[src/rtl/mult_seq_pkg.sv]
// mult_seq_pkg: shared state encoding and sizing for the sequential multiplier.
package mult_seq_pkg;
    typedef enum logic [1:0] {IDLE, RUN, FIX} state_t;
    localparam int CYCLES = 32;
    localparam int PROD_W = 64;
endpackage

[src/rtl/mult_seq_cla.sv]
// cla_32: 32-bit adder of 4-bit carry-lookahead groups chained by group generate/propagate.
module cla_32 (
    input  logic [31:0] a,
    input  logic [31:0] b,
    input  logic        cin,
    output logic [31:0] sum,
    output logic        cout
);
    logic [31:0] g, p, c;
    logic [8:0]  gc;
    assign g = a & b;
    assign p = a ^ b;
    assign gc[0] = cin;
    for (genvar k = 0; k < 8; k++) begin : grp
        logic [3:0] gg, pp;
        logic       ci, g_grp, p_grp;
        assign gg = g[4*k +: 4];
        assign pp = p[4*k +: 4];
        assign ci = gc[k];
        assign c[4*k]     = ci;
        assign c[4*k + 1] = gg[0] | (pp[0] & ci);
        assign c[4*k + 2] = gg[1] | (pp[1] & gg[0]) | (pp[1] & pp[0] & ci);
        assign c[4*k + 3] = gg[2] | (pp[2] & gg[1]) | (pp[2] & pp[1] & gg[0]) | (pp[2] & pp[1] & pp[0] & ci);
        assign g_grp = gg[3] | (pp[3] & gg[2]) | (pp[3] & pp[2] & gg[1]) | (pp[3] & pp[2] & pp[1] & gg[0]);
        assign p_grp = &pp;
        assign gc[k + 1] = g_grp | (p_grp & ci);
    end
    assign sum  = p ^ c;
    assign cout = gc[8];
endmodule

[src/rtl/mult_seq.sv]
// mult_seq: 32x32 shift-add multiplier on operand magnitudes, sign applied once in FIX.
import mult_seq_pkg::*;
module mult_seq #(
    parameter bit SUPPORT_SIGNED = 1'b1
) (
    input  logic        clk,
    input  logic        rst_n,
    input  logic        start,
    input  logic        signed_op,
    input  logic [31:0] a,
    input  logic [31:0] b,
    output logic        busy,
    output logic        done,
    output logic [31:0] hi,
    output logic [31:0] lo
);
    state_t              state;
    logic [31:0]         mcand, shreg, mag_a, mag_b, sum;
    logic [32:0]         acc;
    logic [4:0]          cnt;
    logic                neg, sgn, carry;
    logic [PROD_W-1:0]   prod, res;
    assign sgn   = SUPPORT_SIGNED & signed_op;
    assign mag_a = (sgn && a[31]) ? -a : a;
    assign mag_b = (sgn && b[31]) ? -b : b;
    cla_32 u_cla (
        .a    (acc[31:0]),
        .b    (shreg[0] ? mcand : 32'd0),
        .cin  (1'b0),
        .sum  (sum),
        .cout (carry)
    );
    // acc[32] is always zero after a shift, so truncation keeps exactly {acc[31:0], shreg}
    assign prod = PROD_W'({acc, shreg});
    assign res  = neg ? -prod : prod;
    always_ff @(posedge clk or negedge rst_n) begin
        if (!rst_n) begin
            state <= IDLE;
            busy  <= 1'b0;
            done  <= 1'b0;
            hi    <= '0;
            lo    <= '0;
            cnt   <= '0;
            acc   <= '0;
            neg   <= 1'b0;
            mcand <= '0;
            shreg <= '0;
        end else begin
            done <= 1'b0;
            case (state)
                IDLE: if (start) begin
                    mcand <= mag_a;
                    shreg <= mag_b;
                    acc   <= '0;
                    cnt   <= '0;
                    neg   <= sgn & (a[31] ^ b[31]);
                    busy  <= 1'b1;
                    state <= RUN;
                end
                RUN: begin
                    acc   <= {1'b0, carry, sum[31:1]};
                    shreg <= {sum[0], shreg[31:1]};
                    cnt   <= cnt + 5'd1;
                    if (cnt == 5'(CYCLES - 1)) state <= FIX;
                end
                FIX: begin
                    {hi, lo} <= res;
                    done     <= 1'b1;
                    busy     <= 1'b0;
                    state    <= IDLE;
                end
                default: state <= IDLE;
            endcase
        end
    end
endmodule
[config.mk]
export PLATFORM = sky130hd
export DESIGN_NAME = mult_seq
export DESIGN_NICKNAME = d
export VERILOG_FILES = /design/src/rtl/mult_seq_pkg.sv /design/src/rtl/mult_seq_cla.sv /design/src/rtl/mult_seq.sv
export SDC_FILE = /design/constraint.sdc
export NUM_CORES = 1
export LEC_CHECK = 0
export ABC_AREA = 1
export CORE_ASPECT_RATIO = 1.5
export CORE_MARGIN = 5
export CORE_UTILIZATION = 40
export DETAILED_ROUTE_END_ITERATION = 8
export SLEW_MARGIN = 20
export SYNTH_ARGS = -nofsm -noshare
export SYNTH_HDL_FRONTEND = slang
export SYNTH_SLANG_ARGS = --single-unit
[constraint.sdc]
create_clock -name clk -period 8 [get_ports clk]
set_clock_uncertainty 0.05 [all_clocks]
set_input_delay 2.4 -clock clk [delete_from_list [all_inputs] [get_ports clk]]
set_output_delay 2.4 -clock clk [all_outputs]
set_load 0.005 [all_outputs]
=== Word level (Yosys, flattened, before mapping) ===
Cells that the tools add are included.

* Bitwise operators: 195
* $add $sub $neg: 4
* Equality and inequality tests: 5
* Muxes and demuxes: 16
* Reductions and logical operators: 16

{| class="wikitable"
|+ Operators by type and width
! kind !! number
|-
| $mux W32 || 5
|-
| $pmux W32 S2 || 2
|-
| $and A1 B1 Y1 || 115
|-
| $or A1 B1 Y1 || 76
|-
| $mux W64 || 1
|-
| $neg A32 Y32 || 2
|-
| $neg A64 Y64 || 1
|-
| $xor A32 B32 Y32 || 2
|-
| $and A32 B32 Y32 || 1
|-
| $reduce_and A4 Y1 || 7
|-
| $pmux W5 S2 || 1
|-
| $reduce_and A2 Y1 || 4
|-
| $add A5 B1 Y5 const B || 1
|-
| $eq A5 B5 Y1 const B || 1
|-
| $mux W5 || 1
|-
| $mux W2 || 2
|-
| $ne A2 B2 Y1 const B || 2
|-
| $pmux W2 S2 || 1
|-
| $reduce_bool A2 Y1 || 2
|-
| $eq A2 B1 Y1 const B || 1
|-
| $eq A2 B2 Y1 const B || 1
|-
| $logic_and A1 B1 Y1 || 2
|-
| $logic_not A2 Y1 || 1
|-
| $mux W1 || 2
|-
| other kinds (2) || 2
|}

* Bits in registers: 170
* Output and inout bits: 66

=== Longest topological paths before layout ===
Gate-level depths: netlist (run 1).

* Depth in word-level cells: 22
* Mapped depth: 26

=== Hierarchy ===
Synthesis (run 1) repeated with hierarchy kept, for this count alone.

* Cell total of the unflattened synthesis: 1717
* Area total of the unflattened synthesis: 11979.0 um^2

{| class="wikitable"
|+ By module, submodules not included
! module !! cells each !! instances !! area an instance (um^2)
|-
| mult_seq || 1537 || 1 || 10622.7
|-
| cla_32 || 180 || 1 || 1356.3
|}

=== Worst setup path after synthesis (run 1) ===
Ideal clock, no wire load.

* Path kind: input-to-reg
* From: in b[1]
* To: reg shreg[28]
* Buffers on the path: 0
* Path slack: 3866 ps
* Required time: 7812 ps
* Stages on the path: 13
* Arrival time: 3946 ps
* Cell sequence: inv_1 ha_1 inv_1 nor3_2 nand2_1 nor3_2 nand3_1 nor2_1 nand2_1 o21ai_0 o21ai_0 o21ai_0 o221ai_1

* Cells in the longest elaborated chain, start to end: 4

{| class="wikitable"
|+ Ends and longest elaborated chain
! item !! RTL line !! text
|-
| start: declaration || mult_seq.sv:11 || <nowiki>input logic [31:0] b,</nowiki>
|-
| $neg A32 Y32 || mult_seq.sv:25 || <nowiki>assign mag_b = (sgn && b[31]) ? -b : b;</nowiki>
|-
| $mux W32 || mult_seq.sv:25 ||
|-
| $mux W32 || mult_seq.sv:51 || <nowiki>IDLE: if (start) begin</nowiki>
|-
| $pmux W32 S2 || mult_seq.sv:50 || <nowiki>case (state)</nowiki>
|-
| end signal: assignment || mult_seq.sv:53 || <nowiki>shreg <= mag_b;</nowiki>
|-
| end signal: assignment || mult_seq.sv:62 || <nowiki>shreg <= {sum[0], shreg[31:1]};</nowiki>
|-
| end: declaration || mult_seq.sv:18 || <nowiki>logic [31:0] mcand, shreg, mag_a, mag_b, sum;</nowiki>
|}

No other way between the ends. The select of a mux whose other input is x is not followed.
A chain may end at the register's enable or synchronous reset.

=== Worst setup path in the final report (run 1) ===
* From: in signed_op
* To: reg shreg[30]

* Cells in the longest elaborated chain, start to end: 4

{| class="wikitable"
|+ Ends and longest elaborated chain
! item !! RTL line !! text
|-
| start: declaration || mult_seq.sv:9 || <nowiki>input logic signed_op,</nowiki>
|-
| $logic_and A1 B1 Y1 || mult_seq.sv:25 ||
|-
| $mux W32 || mult_seq.sv:25 ||
|-
| $mux W32 || mult_seq.sv:51 ||
|-
| $pmux W32 S2 || mult_seq.sv:50 ||
|}

No other way between the ends. The select of a mux whose other input is x is not followed.

==> metrics.md, run 1 <==
| Metric | Value |
|---|---|
| Status | completed |
| Asr flop ratio synth | between 90% and 100% |
| Core ar. | 27300 sq um |
| Crit-path max cell delay | around 0.65 ns |
| Worst-Skew Late Latency | 0.44 ns |
| Critical path's slowest cell | clkinv_1 |
| CP Capture Type | flop |
| Filler instances | between 2000 and 3000 |
| Sequential Area | 4260 sq um |
| H-tree levels | 4 |
| CP Class | input pin to flop |
| Total nets after synthesis | 1554 |
| Post-synth top flop | dfrtp_1 |
| Crit path max fanout | 19 |
| Post-Syn Instances | 1441 |
| Initial core utilization | roughly 40% |
| R2R cell count | 21 |
| Delay-heaviest family, CP | buffers and inverters |
| Critical Path Start Type | input pin |
| Worst-margin pin slew | ~0.94 ns |
| Router iterations before antenna repair | 7 |
| Largest net degree at the start of global routing | 108 |
| Leak Pwr | 6.07 nW |
| Max Fclk | between 200 and 250 MHz |
| Grt ovf | 0 |
| Final setup vio count | 0 |
| Post-CTS Setup Bufs | 0 |
| Initial antenna violation count | 0 |
| TritonCTS clock tree | yes |
| DIE HEIGHT | roughly 210 microns |
| ANT cells | 0 |
| Row count | 74 |
| Crit-path cells | clkdlybuf4s50_1, nand2_1, clkinv_1, nand2_1, o21ai_2, nor2_2, o21ai_1, xor2_1, o21ai_1 |
| Mapped Area | 11100 sq um |
| Root Buffer | clkbuf_16 |
| Fraction of the cycle the final worst path needs | 60.9% |
| Multi-input gate area | 6080 sq um |
| Setup TNS | 0 ns |
| Vias per inst | between 5 and 6 |
| Pwr dens | about 360 nW/um^2 |
| Area Overhead vs Synth | 19.9% |
| Post-cts resize count | 0 |
| Fin crit period | ~5 ns |
| Synth top area cells | dfrtp_1 (38%), nand2_1 (11%), o21ai_0 (6.4%) |
| Hold WS | 0.430 ns |
| Hold path depth | 2 |
| Layout Nets | roughly 1700 |
| Vias in the first global route | around 10000 |
| Final Hold Vio Count | 0 |
| First-pass GRT wire length | around 54000 microns |
| Residual DRC count | 0 |
| WL/cell | ~18 microns |
| Cts bufs inserted | 17 |
| Unrepaired setup endpoints after global routing | no |
| Reg clk slew, reported paths | around 0.07 ns |
| Post-Route WL | about 34000 microns |
| Number of antenna-violating nets in the routed design | 0 |
| Maximum capacitance violations | 0 |
| I/O Pins | 134 |
| Iter 0 DRT Violations | about 530 |
| Buffers added on ports | roughly 130 |
| Vias | 9991 |
| Arrival time of the worst setup path | between 5 and 6 ns |
| Buf/Inv on CP | 2 |
| Final design utilization | a little under 50% |
| YS warnings | 0 |
| Yosys top cell area share | 38.4% |
| Final GP Congestion | about 0.9 |
| Avg Cell Area, Syn | 7.69 sq um |
| Clock Sinks | 170 |
| Post-synth EDFFs | 0 |
| Number of distinct library cells after synthesis | 54 |
| Critical path depth in cells | 9 |
| Cell taking the most area after synthesis | dfrtp_1 |
| Flops & latches, synth | 170 |
| Die area | 31200 sq um |
| GRT Util Overall | ~22% |
| Die X | between 100 and 150 microns |
| WP data required | slightly above 8 ns |
| CTS Buffer Depth | 2 |
| Slew Viols, Final | 0 |
| Layout cells sized above 1 | slightly below 7% |
| Slew margin rel. | ~38% |
| Register area share after synthesis | between 30% and 40% |
| Post-DP HPWL | between 20000 and 30000 microns |
| Worst vdd ir | 0.164 mV |
| Cts hold-fix bufs | 0 |
| Hold crit path type | flop to flop |
-- placed cells by master (no fill, tap or decap), types with 4 or more instances in the layout --
cell type and instances:
a21oi_1 41, a22oi_1 29, a31oi_1 13, buf_4 10, clkbuf_1 7, clkbuf_16 17
clkdlybuf4s50_1 132, clkinv_1 5, dfrtp_1 169, fa_1 8, ha_1 37, inv_1 134
inv_2 5, nand2_1 325, nand2_2 10, nand3_1 46, nand3_2 6, nand4_1 14
nor2_1 150, nor2_2 10, nor2_4 4, nor3_1 24, nor3_2 6, nor4_1 16
o21ai_0 142, o21ai_1 12, o21ai_2 8, o22ai_1 15, o31ai_1 8, or2_2 7
xnor2_1 36, xor2_1 73
-- synth_stat cells (all sizes together), types with 33 or more instances --
library cell / count
xnor2: 36
xor2: 73
nand2: 336
inv: 138
nand3: 53
nor3: 33
clkbuf: 43
a21oi: 42
nor2: 165
o21ai: 162
dfrtp: 170
ha: 37
-- cell type report --
type / count / area share (%)
inverter: 145 / 4.11
clock inverter: 6 / 0.669
sequential: 170 / 32.0
clock buffer: 26 / 3.61
tap: 342 / 3.22
timing repair buffer: 143 / 10.6
multi-input combinational: 1075 / 45.8
-- worst reg2reg max path, delay by kind of cell, from the launching register on --
kind            cells  cell delay [ns]
buf+inv             1             0.08
simple gates       16             1.44
xor+xnor            1             0.20
fa+ha+maj           2             0.64
compound gates      1             0.10
flops               1             0.74
-- logic make-up (layout without fill, tap and decap cells) --
group	Yosys count	in the layout	synth area share, %
xor gates and xnor gates	109	109	8.62
AOI/OAI and AO/OA	281	281	14.6
adders and majority gates	45	45	5.63
buffers and inverters	196	320	6.78
and+or+nand+nor	640	640	26.0
DFF	170	170	38.4
-- per-layer routing --
metal / global-route usage [%] / share of wire (%) / routed length, microns / vias to the layer above
met1: 23.9 / 39 / 13000 / 4640
met3: 2.68 / 3.7 / 1230 / 97
li1: - / - / - / 4964
met2: 40.6 / 52 / 17500 / 290
met4: 12.7 / 5.6 / 1900 / 0
met5: 0 / 0 / 0 / -
-- registers in the layout, summed over array words and instances, names as in the netlist --
name and cells:
busy 1, done 1, acc 32, hi 32
neg 1, mcand 32, cnt 5, state 2
lo 32, shreg 32
-- where the power goes --
group          internal (W)  switching [W]
clock network      0.000477       0.000345
logic              0.000904        0.00138
registers           0.00117       0.000445
-- metrics by stage --
stage | power [W] | instance area [sq um] | setup slack [ns] | std cells
finish | 0.00472 | 13300 | 3.13 | 1907
global route | 0.00513 | 13300 | 2.98 | 1907
CTS | 0.00475 | 13300 | 3.17 | 1907
detailed placement | 0.00392 | 12700 | 2.72 | 1875
global placement | 0.00387 | 12700 | 2.78 | 1875
floorplan | 0.00314 | 11100 | 3.87 | 1441
-- path summary, 6_finish.rpt --
path,slack (ns),start,endpoint
worst max register to register,4.56,shreg[0],acc[28]
worst min-delay path,0.43,hi[27],hi[27]
max in group asynchronous,4.77,rst_n,lo[19]
worst max-delay path,3.13,signed_op,shreg[30]
min in group asynchronous,1.84,rst_n,shreg[12]
worst min register to register,0.43,hi[27],hi[27]
Power figures use the tool's default switching activity.
==> run 2: changes to the inputs <==
clock period = 5 ns   (was 8 ns; I/O delays follow)
==> run 2 against run 1 <==
  * Register-to-register slack worse by 2.9 ns
  * Design area grew 0.93%
  * Utilization is 0.45 points higher
  * Non-clock buffer count rose by 5
  * Global-route usage shrank 0.54 points
  * Worst setup slack worse by 1.7 ns
  * Sequential cell count stayed put
  * Critical endpoint is now shreg[28]
==> metrics.md, run 2 (same netlist as run 1, synthesis figures left out) <==
| Metric | Value |
|---|---|
| Leak Pwr | 6.14 nW (+1.1%) |
| Largest net degree at the start of global routing | 101 (-6.5%) |
| Slack of the worst reg-to-reg path | 1.66 ns (-2.90 ns) |
| WP data required | 5.28 ns (-2.97 ns) |
| Worst-Skew Late Latency | 0.44 ns (about the same) |
| Area Overhead vs Synth | 21.0% |
| CP Class | input pin to flop |
| Multi-input gate area | 6080 sq um (unchanged) |
| GRT Util Overall | 21.3% (-0.54 points) |
| R2r startpoint | shreg[0] |
| Die area | 31200 sq um (unchanged) |
| First-pass GRT wire length | 52900 microns (-1.4%) |
| Unrepaired setup endpoints after global routing | no |
| Hold path depth | 2 (unchanged) |
| Buf/Inv on CP | 3 (+1) |
| Worst vdd ir | 0.278 mV (+70%) |
| Cts bufs inserted | 17 (unchanged) |
| Slew Viols, Final | 0 (unchanged) |
| Critical path's slowest cell | clkdlybuf4s50_1 |
| ANT cells | 0 (unchanged) |
| Pwr dens | 571 nW/um^2 (+61%) |
| Grt ovf | 0 (unchanged) |
| Post-Route WL | 32600 microns (-3.3%) |
| Vias | 9997 (+0.060%) |
| Post-CTS Setup Bufs | 0 (unchanged) |
| Min-delay src | lo[12] |
| Status | completed |
| Initial core utilization | 40.6% (unchanged) |
| Core ar. | 27300 sq um (unchanged) |
| R2R cell count | 21 (unchanged) |
| Fraction of the cycle the final worst path needs | 71.4% |
| Router iterations before antenna repair | 5 (-2) |
| Final Hold Vio Count | 0 (unchanged) |
| Sequential Area | 4260 sq um (unchanged) |
| Crit-path cells | clkdlybuf4s50_1, inv_1, ha_1, inv_1, nor3_2, nand2_1, nor3_2, nand3_1, nor2_1, nand2_1, o21ai_0, o21ai_0, a21oi_1, o21ai_0, o221ai_1 |
| Hold crit path type | flop to flop |
| Post-cts resize count | 0 (unchanged) |
| Residual DRC count | 0 (unchanged) |
| Final setup vio count | 0 (unchanged) |
| Fin crit period | approximately 3.6 ns |
| Row count | 74 (unchanged) |
| Reg2reg end | acc[28] |
| Critical Path Start Type | input pin |
| CTS Buffer Depth | 2 (unchanged) |
| Vias in the first global route | 10000 (-0.22%) |
| Max Fclk | 280 MHz |
| Commonest non-fill, non-tap cells in the layout | nand2_1 (325), dfrtp_1 (169), nor2_1 (150) |
| Clock Sinks | 170 (unchanged) |
| H-tree levels | 4 (unchanged) |
| Iter 0 DRT Violations | 663 (+25%) |
| Initial antenna violation count | 0 (unchanged) |
| Number of antenna-violating nets in the routed design | 0 (unchanged) |
| CP Capture Type | flop |
| Vias per inst | 5.23 (-0.20%) |
| Reg clk slew, reported paths | 0.07 ns (about the same) |
| Setup TNS | 0 ns (unchanged) |
| Commonest non-fill, non-tap cell in the layout | nand2_1 |
| Final GP Congestion | 0.941 (+4.7%) |
| Cts hold-fix bufs | 0 (unchanged) |
| Slew margin rel. | 29.6% (-7.9 points) |
| Crit path max fanout | 3 (-16) |
| Filler instances | 2669 (-1.8%) |
| I/O Pins | 134 (unchanged) |
| Maximum capacitance violations | 0 (unchanged) |
| Worst Hold End | lo[12] |
| Layout Nets | 1670 (+0.30%) |
| WL/cell | 17.0 microns (-3.6%) |
| Crit-path max cell delay | 0.43 ns (-0.22 ns) |
| Arrival time of the worst setup path | 3.85 ns (-1.27 ns) |
| Most common cell on crit path | o21ai_0 |
| Post-DP HPWL | 25300 microns (-2.0%) |
| Total power draw | 0.00766 W (+62%) |
| TritonCTS clock tree | yes |
| DIE HEIGHT | 214 microns (unchanged) |
| Die X | 146 microns (unchanged) |
| Layout cells sized above 1 | 7.45% (+0.68 points) |
| Root Buffer | clkbuf_16 |
| Delay-heaviest family, CP | simple AND/OR/NAND/NOR gates |
| Buffers added on ports | 133 (unchanged) |
| Worst-margin pin slew | 1.05 ns (+0.112 ns) |
-- run 2: changes by cell type in the layout (fill, tap and decap cells not counted), sizes merged --
| cell | previous run | this run |
|---|---|---|
| buf | 11 | 16 |
| inv | 139 | 142 |
| clkinv | 8 | 9 |
| clkbuf | 26 | 19 |
| bufinv | 2 | 4 |
| clkinvlp | 2 | 3 |
-- run 2: stage by stage --
step | instances | cell area (sq um) | hold WS, ns | worst slack, ns | util [%]
2_1_floorplan | 1441 | 11100 | 0.399 | 1.77 | -
3_3_place_gp | 1879 | 12700 | 0.414 | 1.06 | 46.7
3_5_place_dp | 1879 | 12700 | 0.421 | 0.974 | 46.7
4_1_cts | 1911 | 13400 | 0.439 | 1.31 | 49.0
5_1_grt | 1912 | 13400 | 0.450 | 1.22 | 49.1
6_report | 1912 | 13400 | 0.434 | 1.43 | 49.1
-- run 2: report_power, final --
group | internal, W | total [W] | switching [W]
registers | 0.00188 | 0.00260 | 0.000723
logic | 0.00145 | 0.00362 | 0.00217
clock network | 0.000855 | 0.00144 | 0.000583
total | 0.00418 | 0.00766 | 0.00348
-- run 2: worst max-delay path by stage --
stage | endpoint | from | depth (start not counted) | slack [ns]
after CTS | acc[28] | shreg[0] | 21 | 1.31
after global placement | shreg[28] | b[1] | 14 | 1.06
after floorplan | shreg[28] | b[1] | 13 | 1.77
after detailed placement | shreg[28] | b[0] | 14 | 0.97
after global routing | shreg[28] | b[0] | 15 | 1.22
final | shreg[28] | b[0] | 15 | 1.43
-- run 2: metal layers --
layer	wire length, microns	vias up	share of wire, %	global-route usage, %
met4	1200	0	3.7	8.65
li1	-	4979	-	-
met1	12900	4690	39	23.7
met5	0	-	0	0
met2	17500	253	54	41.0
met3	1060	75	3.3	2.66
-- run 2: final cells by class --
type / count / share of cell area (%)
inverters: 145 / 4.07
repair buffers: 148 / 10.9
multi-input cells: 1075 / 45.3
flip-flops and latches: 170 / 31.7
clock buffers: 19 / 3.30
clock inverters: 13 / 1.43
well taps: 342 / 3.19
-- run 2: worst min-delay path, stage by stage (launching register included) --
cell and delay, ns:
dfrtp_1 0.34, nand2_1 0.05, o21ai_0 0.06
